**config.mk**
```make
export PLATFORM = sky130hd
export DESIGN_NAME = round_timer_flat
export DESIGN_NICKNAME = d
export VERILOG_FILES = /design/src/rtl/round_timer_if.sv /design/src/rtl/round_timer.sv /design/src/flat_wrapper.sv
export SDC_FILE = /design/constraint.sdc
export NUM_CORES = 1
export LEC_CHECK = 0
export ABC_AREA = 1
export BUFFER_PORTS_ARGS = -buffer_cell sky130_fd_sc_hd__buf_4
export CORE_MARGIN = 5
export CORE_UTILIZATION = 48
export DETAILED_ROUTE_END_ITERATION = 8
export GPL_TIMING_DRIVEN = 0
export PLACE_DENSITY = 0.74
export SLEW_MARGIN = 10
export SYNTH_ARGS = -nofsm -noshare
export SYNTH_HDL_FRONTEND = slang
export SYNTH_SLANG_ARGS = --single-unit
```
**constraint.sdc**
```tcl
create_clock -name ClockIn -period 2.1 [get_ports ClockIn]
set_input_delay 0.525 -clock ClockIn [delete_from_list [all_inputs] [get_ports ClockIn]]
set_output_delay 0.525 -clock ClockIn [all_outputs]
set_load 0.05 [all_outputs]
```
**src/rtl/round_timer_if.sv**
```systemverilog
// round_timer_if: control pulses and display/status bundle of the round timer.
// master drives Tick/Start/PauseToggle; slave (the timer) drives digits and flags.
interface round_timer_if;
    logic       Tick;
    logic       Start;
    logic       PauseToggle;
    logic [3:0] TensDigit;
    logic [3:0] OnesDigit;
    logic       Running;
    logic       Paused;
    logic       Expired;
    logic       TimeUp;
    logic       Warning;

    modport master (
        output Tick, Start, PauseToggle,
        input  TensDigit, OnesDigit, Running, Paused,
        input  Expired, TimeUp, Warning
    );

    modport slave (
        input  Tick, Start, PauseToggle,
        output TensDigit, OnesDigit, Running, Paused,
        output Expired, TimeUp, Warning
    );
endinterface

```
**src/rtl/round_timer.sv**
```systemverilog
// round_timer: two-digit BCD game-round countdown driven by a 1 Hz Tick.
// Ports: ClockIn, Reset (sync, active-high), bus (round_timer_if.slave):
//   Tick/Start/PauseToggle pulses in; TensDigit/OnesDigit BCD out;
//   Running/Paused/Expired state decode, TimeUp entry pulse, Warning window.
module round_timer #(
    parameter int START_SECONDS = 60,
    parameter int WARN_SECONDS  = 10
) (
    input  logic         ClockIn,
    input  logic         Reset,
    round_timer_if.slave bus
);

    typedef enum logic [1:0] {
        IDLE    = 2'd0,
        RUNNING = 2'd1,
        PAUSED  = 2'd2,
        EXPIRED = 2'd3
    } state_t;

    localparam logic [3:0] LOAD_TENS = 4'(START_SECONDS / 10);
    localparam logic [3:0] LOAD_ONES = 4'(START_SECONDS % 10);
    localparam logic [6:0] WARN_MAX  = 7'(WARN_SECONDS);

    state_t     state_q, state_d;
    logic [3:0] tens_q, tens_d;
    logic [3:0] ones_q, ones_d;
    logic       timeup_q, timeup_d;
    logic [6:0] remaining;

    always_ff @(posedge ClockIn) begin
        if (Reset) begin
            state_q  <= IDLE;
            tens_q   <= LOAD_TENS;
            ones_q   <= LOAD_ONES;
            timeup_q <= 1'b0;
        end else begin
            state_q  <= state_d;
            tens_q   <= tens_d;
            ones_q   <= ones_d;
            timeup_q <= timeup_d;
        end
    end

    always_comb begin
        state_d  = state_q;
        tens_d   = tens_q;
        ones_d   = ones_q;
        timeup_d = 1'b0;
        if (bus.Start) begin
            // Reload wins over any coincident Tick or PauseToggle.
            state_d = RUNNING;
            tens_d  = LOAD_TENS;
            ones_d  = LOAD_ONES;
        end else begin
            unique case (state_q)
                RUNNING: begin
                    if (bus.PauseToggle) begin
                        // A tick landing with the pause is dropped.
                        state_d = PAUSED;
                    end else if (bus.Tick) begin
                        if (tens_q == 4'd0 && ones_q == 4'd1) begin
                            ones_d   = 4'd0;
                            state_d  = EXPIRED;
                            timeup_d = 1'b1;
                        end else if (ones_q != 4'd0) begin
                            ones_d = ones_q - 4'd1;
                        end else begin
                            ones_d = 4'd9;
                            tens_d = tens_q - 4'd1;
                        end
                    end
                end
                PAUSED: begin
                    if (bus.PauseToggle) begin
                        state_d = RUNNING;
                    end
                end
                default: begin
                end
            endcase
        end
    end

    assign remaining = ({3'd0, tens_q} * 7'd10) + {3'd0, ones_q};

    assign bus.TensDigit = tens_q;
    assign bus.OnesDigit = ones_q;
    assign bus.Running   = (state_q == RUNNING);
    assign bus.Paused    = (state_q == PAUSED);
    assign bus.Expired   = (state_q == EXPIRED);
    assign bus.TimeUp    = timeup_q;
    assign bus.Warning   = (state_q == RUNNING || state_q == PAUSED)
                         && (remaining != 7'd0)
                         && (remaining <= WARN_MAX);

endmodule

```
**src/flat_wrapper.sv**
```systemverilog
// flat-port wrapper written by rule: the top's interface ports become plain ports
module round_timer_flat 
#(
    parameter int START_SECONDS = 60,
    parameter int WARN_SECONDS  = 10
)
  (ClockIn, Reset, bus_Tick, bus_Start, bus_PauseToggle, bus_TensDigit, bus_OnesDigit, bus_Running, bus_Paused, bus_Expired, bus_TimeUp, bus_Warning);
  round_timer_if bus_i ();
  input  logic ClockIn;
  input  logic Reset;
  input wire logic [$bits(bus_i.Tick)-1:0] bus_Tick;
  input wire logic [$bits(bus_i.Start)-1:0] bus_Start;
  input wire logic [$bits(bus_i.PauseToggle)-1:0] bus_PauseToggle;
  output wire logic [$bits(bus_i.TensDigit)-1:0] bus_TensDigit;
  output wire logic [$bits(bus_i.OnesDigit)-1:0] bus_OnesDigit;
  output wire logic [$bits(bus_i.Running)-1:0] bus_Running;
  output wire logic [$bits(bus_i.Paused)-1:0] bus_Paused;
  output wire logic [$bits(bus_i.Expired)-1:0] bus_Expired;
  output wire logic [$bits(bus_i.TimeUp)-1:0] bus_TimeUp;
  output wire logic [$bits(bus_i.Warning)-1:0] bus_Warning;
  assign bus_i.Tick = bus_Tick;
  assign bus_i.Start = bus_Start;
  assign bus_i.PauseToggle = bus_PauseToggle;
  assign bus_TensDigit = bus_i.TensDigit;
  assign bus_OnesDigit = bus_i.OnesDigit;
  assign bus_Running = bus_i.Running;
  assign bus_Paused = bus_i.Paused;
  assign bus_Expired = bus_i.Expired;
  assign bus_TimeUp = bus_i.TimeUp;
  assign bus_Warning = bus_i.Warning;
  round_timer #(.START_SECONDS(START_SECONDS), .WARN_SECONDS(WARN_SECONDS)) u_core (.ClockIn(ClockIn), .Reset(Reset), .bus(bus_i));
endmodule
```
==> Word-level counts from Yosys, hierarchy flattened <==
Index checks and enable logic that the tools add are counted.
{ "word_totals": {"out_inout_bits": 13, "inputBits": 5, "reg_bits": 11} }
{ "classes": {"n_reduce_logical": 15, "addsub": 3, "n_mux": 9, "magnitude_cmp": 1, "bitwise": 5, "n_mul": 1, "n_eq_ne": 10} }
{ "op_table": {"columns": ["cell", "count"], "rows": [
  ["2-bit two-way mux", 4],
  ["4-bit two-way mux", 2],
  ["4-bit AND reduction", 2],
  ["4-bit by 1-bit subtractor with 4-bit output (second input constant)", 2],
  ["7-bit by 4-bit adder with 7-bit output", 1],
  ["7-bit by 4-bit less-or-equal comparator with 1-bit output (second input constant)", 1],
  ["7-bit nonzero test", 1],
  ["4-bit by 3-bit multiplier with 6-bit output (second input constant)", 1],
  ["3-bit inequality test (second input constant)", 2],
  ["1-bit inverter", 5],
  ["5-bit AND reduction", 1],
  ["5-bit OR reduction", 1],
  ["2-bit equality test (second input constant)", 2],
  ["4-bit by 1-bit equality test with 1-bit output (second input constant)", 1],
  ["4-bit logical NOT", 1],
  ["4-bit by 3-bit inequality test with 1-bit output (second input constant)", 1],
  ["4-bit inequality test (second input constant)", 1],
  ["2-bit one-hot mux with 2 select lines", 1],
  ["4-bit nonzero test", 1],
  ["1-bit logical AND", 3],
  ["3-bit by 2-bit inequality test with 1-bit output (second input constant)", 1],
  ["3-bit AND reduction", 1],
  ["3-bit nonzero test", 1],
  ["2-bit by 1-bit equality test with 1-bit output (second input constant)", 1],
  ["5 further kinds", 6]
]} }

==> Longest topological paths before layout <==
{ "logic_depth": {"ltp_word": 7, "depth_mapped": 10} }

==> Worst setup path before layout <==
Ideal clock, no wire load.
{ "synth_path": {"path_kind": "register to output", "start": "reg u_core.tens_q[3], in the netlist u_core.bus.TensDigit[3]", "end": "out bus_Warning", "arrival_ns": 2.606, "n_path_buf": 0, "stages_incl_launch_ff": 10, "t_required_ns": 1.575, "setup_slack_ns": -1.031, "path_cell_list": "dfxtp_1 > ha_1 > ha_1 > inv_1 > fa_1 > nor2_1 > nand2_1 > o21ai_0 > nand2_1 > nor2_1"} }
{ "synth_via": {"elab_chain_cells": 5, "elab_cells_between_ends": 6} }
{ "synth_rtl": {"columns": ["item", "line_no", "rtl"], "rows": [
  ["from (decl)", "round_timer.sv:26", "logic [3:0] tens_q, tens_d;"],
  ["from (signal assigned)", "round_timer.sv:39", "tens_q <= tens_d;"],
  ["4-bit by 3-bit multiplier with 6-bit output (*)", "round_timer.sv:85", "assign remaining = ({3'd0, tens_q} * 7'd10) + {3'd0, ones_q};"],
  ["7-bit by 4-bit adder with 7-bit output (*)", "round_timer.sv:85", null],
  ["branches (longest 2 deep; another with 7-bit by 4-bit less-or-equal comparator with 1-bit output)", null, null],
  ["1-bit logical AND (*)", "round_timer.sv:95", "&& (remaining <= WARN_MAX);"],
  ["to (decl)", "flat_wrapper.sv:20", "output wire logic [$bits(bus_i.Warning)-1:0] bus_Warning;"]
]} }
Mark *: on every way between the ends.

==> Worst setup path in the final report <==
{ "layout_path": {"start": "reg u_core.tens_q[1], in the netlist u_core.bus.TensDigit[1]", "end": "out bus_Warning"} }
The elaborated chain is that of the path after synthesis.

==> flow_summary.ini <==
[timing]
tightest_slew_ns = 0.264
skew_ns = 0.00545
rsz0062_at_grt = true
hold_viol_final = 0
slew_violations = 0
setup_viol = 1
maxClockFrequency_mhz = 372
max_slew_margin = 0.824
period_share = 1.28
worst_slack_ns = -0.592
worst_hold_slack_ns = 0.406
min_period_ns = 2.69

[cells_and_area]
ff_latch_area_um2 = 238
nets = 158
fin_util = 0.657
n_fill_cell = 165
drive_gt1_frac = 0.331
multi_input_area_um2 = 608
area_growth_syn_to_layout_pct = 29.8
diodes = 0
fin_area_um2 = 1130

[synth]
synth_area_um2 = 875
synth_top_area_frac = 0.252
yosys_register_bits = 11
syn-num-nets = 134
synth_cell_types = 25
synth_top_area_cell = dfxtp_1
syn_avg_cell_area_um2 = 7.54
seq_area_frac_synth = 0.252
synthCells = 116
yosysWarnings = 0
async_flop_share = 0
synth_area_leaders = dfxtp_1, ha_1, nand2_1
synth_most_common_cell = nand2_1
ys.flop_type = dfxtp_1
synth.top_cells.by_count = nand2_1, inv_1, a21oi_1, dfxtp_1, ha_1
synth_edf_count = 0

[cts]
hold_buffers = 0
clk_pin_slew_worst_paths_ns = 0.07
cts_buffer_depth = 2
htree_num_levels = 1
clk_latency_ns = 0.28
cts_tree = done
cts_buffers = 3
clockRootBuffer = clkbuf_4
clock-sinks = 11

[die]
die_h_um = 52.7
rows = 15
dieWidth_um = 52.7
fp.dieArea_um2 = 2780
initial_core_util = 0.507
core-area_um2 = 1730
io_pins = 18

[placement]
port_buffers = 17
post-dp-hpwl_um = 1610
place_ws_ns = -0.412
gp_congestion = 0.714
placed_cell_area_um2 = 1070

[pwr]
peakVddDrop_mv = 0.343
internal_power_uw = 313
combPwrFrac = 0.192
p_leak_uw = 0.000490
p_per_area_nw_per_um2 = 397
netSwitchingFraction = 0.305
power_frac_clock = 0.337
total_power_uw = 450
netSwitchingPower_uw = 137
power.share.sequential = 0.472

[worst_hold_path]
min_from = Reset
hold_path_class = primary input to flop
hold_path_depth = 2
holdPathEnd = u_core.state_q[0]

[routing]
ant_nets = 0
dr_wl_met2_um = 1040
drt_wl_total_um = 2040
vias_per_cell = 5.13
firstDrtPassIters = 4
drt_iter0_markers = 3
via_count = 842
drt-met1-wl_um = 877
wl_met3_um = 62
wl_per_cell_um = 12.4
route.detailed.drc = 0
routed.top_layer = met4

[global_route]
grt_pass1_wl_um = 3620
grt_overflow = 0
antenna_found_initial = 0
track_usage = 0.177
grt_max_degree = 8
first_global_vias = 864

[run_status]
violations = negative setup slack
outcome = complete, but fails checks

[critical_path]
r2r-end = u_core.bus.TensDigit[2]
reg2reg_slack_ns = 0.59
endpoint_kind = output port
start_kind = flop
critical_path_class = flop to output port
worstPathCellList = ha_4, ha_4, inv_2, fa_1, inv_2, o221ai_2, nand3b_1, nor2_4, buf_6
crit_arrival_ns = 2.17
max_stage_delay_ns = 0.51
worst_r2r_path_depth = 9
crit_fanout = 3
crit_slowest_cell = fa_1
worstPathRequired_ns = 1.57
r2r-start = u_core.state_q[1]

[job]
maxCapViolations = 0
==> per-layer routing <==
metal,track usage,vias to the layer above
met5,0,-
met4,0.0894,0
met2,0.320,19
li1,-,423
met3,0.0199,7
met1,0.201,393
==> flip-flops by register name, summed over array words and instances, names as in the netlist <==
| signal | cells |
|---|---|
| u_core.bus.TimeUp | 1 |
| u_core.bus.OnesDigit | 4 |
| u_core.state_q | 2 |
| u_core.bus.TensDigit | 4 |
==> worst max path at each step <==
stage	slack, ns	from	cells after the start	endpoint
3_3_place_gp	-0.37	u_core.bus.TensDigit[1]	9	bus_Warning
2_1_floorplan	-0.40	u_core.bus.TensDigit[3]	8	bus_Warning
3_5_place_dp	-0.41	u_core.bus.TensDigit[1]	9	bus_Warning
6_report	-0.59	u_core.bus.TensDigit[1]	9	bus_Warning
4_1_cts	-0.64	u_core.bus.TensDigit[1]	9	bus_Warning
5_1_grt	-0.68	u_core.bus.TensDigit[1]	9	bus_Warning
==> power by group through the flow <==
stage	logic [uW]	registers, uW	clock network (uW)
after floorplan	53.4	222	0
after global placement	80.5	218	0
after CTS	86.4	212	154
after detailed placement	82.2	218	0
after global routing	95.2	213	164
final	86.3	212	151
==> per-stage QoR <==
step           std cells  TNS, ns
6_report             164   -0.592
5_1_grt              164   -0.675
4_1_cts              164   -0.643
3_5_place_dp         158   -0.412
3_3_place_gp         158   -0.373
2_1_floorplan        116   -0.401
==> layout make-up <==
class,instances,area share
multi-input combinational,83,0.536
timing repair buffer,19,0.129
sequential,11,0.209
tap,25,0.0276
inverter,22,0.0750
clock buffer,4,0.0232
==> what timing repair did <==
action	in CTS	in global routing
endpoints found under the setup margin	1	1
pin swaps	6	5
setup buffers	2	0
gates resized for setup	7	1
==> worst max-delay path, delay by kind of cell, from the launching register on <==
kind | cells | cell delay, ns
fa+ha+maj | 3 | 0.90
buf+inv | 3 | 0.23
compound gates | 1 | 0.15
flops | 1 | 0.36
simple gates | 2 | 0.26
==> kinds of logic (layout without fill, tap and decap cells) <==
logic type      after synthesis  in the layout  synth area share
compound gates               22             22             0.144
xor+xnor                      3              3            0.0300
fa+ha+maj                    13             13             0.203
buf+inv                      22             45            0.0973
flops                        11             11             0.252
simple gates                 45             45             0.273
==> cells in the final DEF, fill, tap and decap left out, types with 2 or more instances in the layout <==
master	instances
inv_1	16
dfxtp_4	4
ha_4	2
xor2_1	2
buf_4	18
a21oi_1	11
nand3b_1	2
nor2_4	3
nand2_1	20
o21ai_1	3
dfxtp_2	2
ha_1	9
o21ai_0	3
nor2_1	6
inv_2	5
nand3_1	9
clkbuf_4	3
nand2_4	2
dfxtp_1	5
fa_1	2
(Power assumes the default switching activity.)
